## config.mk

```make
export PLATFORM = sky130hd
export DESIGN_NAME = uart_rx
export DESIGN_NICKNAME = d
export VERILOG_FILES = /design/src/rtl/uart_rx_pkg.sv /design/src/rtl/uart_rx_sync_2ff.sv /design/src/rtl/uart_rx.sv
export SDC_FILE = /design/constraint.sdc
export NUM_CORES = 1
export LEC_CHECK = 0
export CORE_MARGIN = 2
export CORE_UTILIZATION = 35
export CTS_CLUSTER_DIAMETER = 30
export CTS_CLUSTER_SIZE = 28
export DETAILED_ROUTE_END_ITERATION = 10
export PLACE_DENSITY = 0.66
export SLEW_MARGIN = 20
export SYNTH_ARGS = -nofsm -noshare
export SYNTH_HDL_FRONTEND = slang
export SYNTH_SLANG_ARGS = --single-unit
```

## constraint.sdc

```tcl
create_clock -name clk -period 5.1 [get_ports clk]
set_clock_uncertainty 0.2 [all_clocks]
set_input_delay 0.51 -clock clk [delete_from_list [all_inputs] [get_ports clk]]
set_output_delay 0.51 -clock clk [all_outputs]
set_load 0.05 [all_outputs]
```

## src/rtl/uart_rx_pkg.sv

```systemverilog
// Shared definitions for the UART receiver: status word layout, FSM encoding
// and the default bit-time divider.
package uart_rx_pkg;

    localparam int RX_DATA_LSB          = 0;
    localparam int RX_FULL_BIT          = 8;
    localparam int RX_FERR_BIT          = 9;
    localparam int RX_OVR_BIT           = 10;
    localparam int DEFAULT_BAUD_DIVIDER = 434;
    localparam int TIMER_W              = 20;

    typedef enum logic [1:0] {
        RX_IDLE  = 2'd0,
        RX_START = 2'd1,
        RX_DATA  = 2'd2,
        RX_STOP  = 2'd3
    } rx_state_e;

    function automatic logic [31:0] rx_status_word(
        input logic [7:0] data,
        input logic       full,
        input logic       ferr,
        input logic       ovr
    );
        logic [31:0] word;
        word                       = 32'd0;
        word[RX_DATA_LSB +: 8]     = data;
        word[RX_FULL_BIT]          = full;
        word[RX_FERR_BIT]          = ferr;
        word[RX_OVR_BIT]           = ovr;
        return word;
    endfunction

endpackage

```

## src/rtl/uart_rx_sync_2ff.sv

```systemverilog
// Two-stage synchroniser for an asynchronous input; resets to 1 so an idle-high
// line never produces a spurious edge out of reset.
module sync_2ff (
    input  logic clk_i,
    input  logic reset_i,
    input  logic d_i,
    output logic q_o
);

    logic meta_q;
    logic sync_q;

    // Two flops in series to settle metastability before the value is used.
    always_ff @(posedge clk_i) begin
        if (reset_i) begin
            meta_q <= 1'b1;
            sync_q <= 1'b1;
        end else begin
            meta_q <= d_i;
            sync_q <= meta_q;
        end
    end

    assign q_o = sync_q;

endmodule

```

## src/rtl/uart_rx.sv

```systemverilog
// UART receiver (8N1, LSB first) with a single-byte holding register and
// full / framing-error / overrun status on a simple valid/ready bus.
module uart_rx
    import uart_rx_pkg::*;
#(
    parameter int BAUD_DIVIDER = DEFAULT_BAUD_DIVIDER
) (
    input  logic        clk,
    input  logic        reset,
    input  logic        enable,
    input  logic        mem_valid,
    output logic        mem_ready,
    input  logic        mem_instr,
    input  logic [3:0]  mem_wstrb,
    input  logic [31:0] mem_wdata,
    input  logic [31:0] mem_addr,
    output logic [31:0] mem_rdata,
    input  logic        serialIn
);

    localparam logic [TIMER_W-1:0] TIMER_MAX  = TIMER_W'(BAUD_DIVIDER);
    localparam logic [TIMER_W-1:0] TIMER_HALF = TIMER_W'(BAUD_DIVIDER / 2);

    logic               rx_s;
    logic               rx_prev_q;
    logic               rx_fall_s;
    logic               timer_wrap_s;
    logic               read_accept_s;
    logic               unused_bus_s;
    rx_state_e          state_q;
    logic [TIMER_W-1:0] bit_timer_q;
    logic [3:0]         bit_count_q;
    logic [7:0]         shifter_q;
    logic [7:0]         data_q;
    logic               rx_full_q;
    logic               frame_err_q;
    logic               overrun_q;
    logic               rdy_q;
    logic [31:0]        rdata_q;

    sync_2ff u_sync (
        .clk_i   (clk),
        .reset_i (reset),
        .d_i     (serialIn),
        .q_o     (rx_s)
    );

    assign rx_fall_s     = rx_prev_q & ~rx_s;
    assign timer_wrap_s  = (bit_timer_q == TIMER_MAX);
    assign read_accept_s = mem_valid & enable & ~rdy_q & (mem_wstrb == 4'b0000);
    assign unused_bus_s  = ^{mem_instr, mem_wdata, mem_addr};

    // Receive FSM, bit timer, holding register and bus handshake.
    always_ff @(posedge clk) begin
        if (reset) begin
            state_q     <= RX_IDLE;
            rx_prev_q   <= 1'b1;
            bit_timer_q <= '0;
            bit_count_q <= 4'd0;
            shifter_q   <= 8'd0;
            data_q      <= 8'd0;
            rx_full_q   <= 1'b0;
            frame_err_q <= 1'b0;
            overrun_q   <= 1'b0;
            rdy_q       <= 1'b0;
            rdata_q     <= 32'd0;
        end else begin
            rx_prev_q   <= rx_s;
            bit_timer_q <= timer_wrap_s ? '0 : bit_timer_q + TIMER_W'(1);
            rdy_q       <= mem_valid & enable & ~rdy_q;

            if (read_accept_s) begin
                rdata_q     <= rx_status_word(data_q, rx_full_q, frame_err_q, overrun_q);
                rx_full_q   <= 1'b0;
                frame_err_q <= 1'b0;
                overrun_q   <= 1'b0;
            end

            case (state_q)
                RX_IDLE: begin
                    if (rx_fall_s) begin
                        bit_timer_q <= TIMER_HALF;
                        state_q     <= RX_START;
                    end
                end
                RX_START: begin
                    if (timer_wrap_s) begin
                        if (!rx_s) begin
                            bit_count_q <= 4'd8;
                            state_q     <= RX_DATA;
                        end else begin
                            state_q <= RX_IDLE;
                        end
                    end
                end
                RX_DATA: begin
                    if (timer_wrap_s) begin
                        shifter_q   <= {rx_s, shifter_q[7:1]};
                        bit_count_q <= bit_count_q - 4'd1;
                        if (bit_count_q == 4'd1) begin
                            state_q <= RX_STOP;
                        end
                    end
                end
                RX_STOP: begin
                    // A read in this same cycle consumes the old byte, so delivery wins.
                    if (timer_wrap_s) begin
                        state_q <= RX_IDLE;
                        if (!rx_full_q || read_accept_s) begin
                            data_q    <= shifter_q;
                            rx_full_q <= 1'b1;
                        end else begin
                            overrun_q <= 1'b1;
                        end
                        if (!rx_s) begin
                            frame_err_q <= 1'b1;
                        end
                    end
                end
                default: begin
                    state_q <= RX_IDLE;
                end
            endcase
        end
    end

    assign mem_ready = enable ? rdy_q : 1'b0;
    assign mem_rdata = enable ? rdata_q : 32'd0;

endmodule
```

==> run_results.csv <==
group,metric,value,unit
placed_design,gp_congestion,0.786,
placed_design,hpwlAfterDp,3.28,mm
worst_setup_path,cp-end-kind,"output pin",
cts,cts_sinks,60,
power,peakVddDrop,0.000173,V
power,power.density,311,nW/µm²
cts,cts_max_level,3,
global_route,antenna_found_initial,0,
synth,yosys_warnings,0,
synth,ys_async_sr_fraction,0,
synth,synth_largest_area_cell,"dfxtp_1",
global_route,grt_start_max_net_pins,30,
cts,cts_tree,"built",
cts,cts_hold_buffers,0,
route,wl_met3,163,µm
timing,slew_headroom,0.428,
cts,cts-root-buf,"clkbuf_8",
synth,netlist.area_leader.share,0.433,
die,core_area,7690,µm²
die,die_h,93.0,µm
synth,synth_cell_types,47,
status,outcome,"finished, final reports clean",
die,dieWidth,93.0,µm
die,start_util,0.361,
placed_design,dpl-instance-area,2950,µm²
timing,finalSetupTns,0,ns
route,ant_nets,0,
route,wl_met2,2.18,mm
cts,cts.repair.resized,0,
cts,numCtsBuffers,9,
synth,syn_inst,302,
route,drt_pass1_iterations,4,
die,io_pins,107,
finish,diodes,0,
finish,design_area,3150,µm²
cts,clk_pin_slew_worst_paths,0.07,ns
synth,yosysSeqAreaShare,0.433,
timing,slew_violations,0,
placed_design,portBuffers,20,
die,die_area,8650,µm²
timing,tightestPinTransition,0.857,ns
finish,drive_gt1_frac,0.0929,
synth,synth-seq-cells,60,
cts,cts_post_setup_buffers_inserted,0,
route,via_per_inst,4.72,
global_route,grt_usage,0.120,
route,met1_length,2.34,mm
route,highest_layer,"met4",
worst_setup_path,start_kind,"primary input",
finish,syn_to_final_growth,13.4,%
synth,synth_area_leaders,"dfxtp_1 (43%), mux2i_1 (9.7%), buf_4 (5.7%)",
route,wl_per_cell,11.2,µm
global_route,grt_pass1_vias,1836,
synth,synth-main-ff-cell,"dfxtp_1",
timing,min_period,2.93,ns
synth,synth_edf_count,0,
worst_setup_path,worstPathMaxFanout,13,
power,p_leak,1.31,nW
die,rows,32,
worst_hold_path,worstHoldPathType,"register to register",
worst_setup_path,cp_data_arrival_time,2.22,ns
timing,fmax,342,MHz
finish,nets,396,
finish,final_util,0.409,
worst_setup_path,required,4.39,ns
route,drcViolationCount,0,
route,drt_iter0_markers,67,
timing,rsz0062_at_grt,"false",
synth,syn_avg_cell_area,9.18,µm²
route,vias,2006,
route,totalWireLength,4.76,mm
timing,setup_viol,0,
timing,finalHoldViolCount,0,
global_route,grt_pass1_wl,8.31,mm
cts,clockBufferDepth,2,
timing,finalCritPeriodShare,0.574,
cts,clk_latency,0.34,ns
synth,synth_area,2770,µm²
global_route,grt.overflow.total,0,
run,maxCapViolCount,0,
worst_setup_path,path_class,"primary input to output pin",
[cell type report]
class	count	area, µm²
Fill cell	756	4540
Multi-Input combinational cell	217	1380
Tap cell	102	128
Sequential cell	60	1200
Inverter	9	33.8
Clock inverter	7	75.1
Timing Repair Buffer	21	208
Clock buffer	9	124
[per-layer routing]
layer / up-vias / track usage
li1: 1052 / -
met4: 0 / 0.0551
met1: 911 / 0.153
met5: - / 0
met3: 8 / 0.0387
met2: 35 / 0.186
[Yosys cell counts (2+ instances only)]
| cell type | count |
|---|---|
| nand3_1 | 7 |
| a31o_2 | 2 |
| clkbuf_1 | 9 |
| xnor2_1 | 8 |
| nor3_1 | 4 |
| ha_1 | 4 |
| or2_2 | 4 |
| and2_1 | 13 |
| nand2_1 | 27 |
| mux2i_1 | 27 |
| nor2_1 | 28 |
| nor4_1 | 6 |
| o311ai_0 | 3 |
| inv_1 | 9 |
| nand4_1 | 9 |
| a21oi_1 | 12 |
| o31ai_1 | 7 |
| or4_1 | 2 |
| xor2_1 | 3 |
| o21ai_0 | 4 |
| dfxtp_1 | 60 |
| buf_4 | 21 |
| buf_2 | 4 |
| and3_1 | 2 |
| and4_2 | 2 |
| or3_1 | 4 |
[kinds of logic (layout without fill, tap and decap cells)]
family | Yosys count | in the layout | share of synthesized area
buffers and inverters | 45 | 46 | 0.0975
adders and majority gates | 4 | 4 | 0.0181
AOI/OAI and AO/OA | 37 | 37 | 0.0970
DFF | 60 | 60 | 0.433
other | 1 | 21 | 0.00135
xor gates and xnor gates | 11 | 11 | 0.0348
and+or+nand+nor | 117 | 117 | 0.221
muxes | 27 | 27 | 0.0975
[where the power goes]
group          switching [mW]  internal (mW)  leakage [nW]
logic                  0.0551         0.0145         0.725
registers             0.00654          0.474         0.485
clock network           0.199          0.229         0.104
total                   0.261          0.717          1.31
[per-stage QoR]
stage / hold slack, ns / worst slack (ns) / instances / power, mW
after floorplan: 0.189 / 3.05 / 322 / 0.562
after global placement: 0.191 / 1.85 / 409 / 0.561
after detailed placement: 0.199 / 1.81 / 409 / 0.561
after CTS: 0.217 / 2.15 / 425 / 0.987
after global routing: 0.238 / 2.01 / 425 / 1.01
final: 0.214 / 2.17 / 425 / 0.978
[final timing paths]
path | startpoint | to | slack, ns | depth (start not counted)
max | enable | mem_rdata[10] | 2.17 | 3
min | u_sync.meta_q | u_sync.q_o | 0.21 | 1
max reg2reg | bit_timer_q[12] | data_q[5] | 2.69 | 4
min reg2reg | u_sync.meta_q | u_sync.q_o | 0.21 | 1
[sequential cells by signal, summed over array words and instances, names as in the netlist, named ones only]
name	flops
data_q	8
state_q	1
u_sync.meta_q	1
bit_count_q	4
rx_full_q	1
shifter_q	8
rdy_q	1
frame_err_q	1
bit_timer_q	20
u_sync.q_o	1
rx_prev_q	1
rdata_q	11
overrun_q	1
[worst max-delay path, cell delays in order]
cell and delay (ns):
clkdlybuf4s50_1 0.70, and2_1 0.18, clkdlybuf4s50_1 0.81
[placed cells by master, fill, tap and decap left out, drive strengths merged, types with 8 or more instances in the layout]
| cell | instances |
|---|---|
| dfxtp | 60 |
| nor2 | 28 |
| nand2 | 27 |
| mux2i | 27 |
| conb | 21 |
| clkdlybuf4s50 | 20 |
| and2 | 13 |
| a21oi | 12 |
| inv | 11 |
| nand4 | 10 |
| clkbuf | 9 |
| xnor2 | 8 |
No activity file was read; power rests on OpenSTA's default activity.
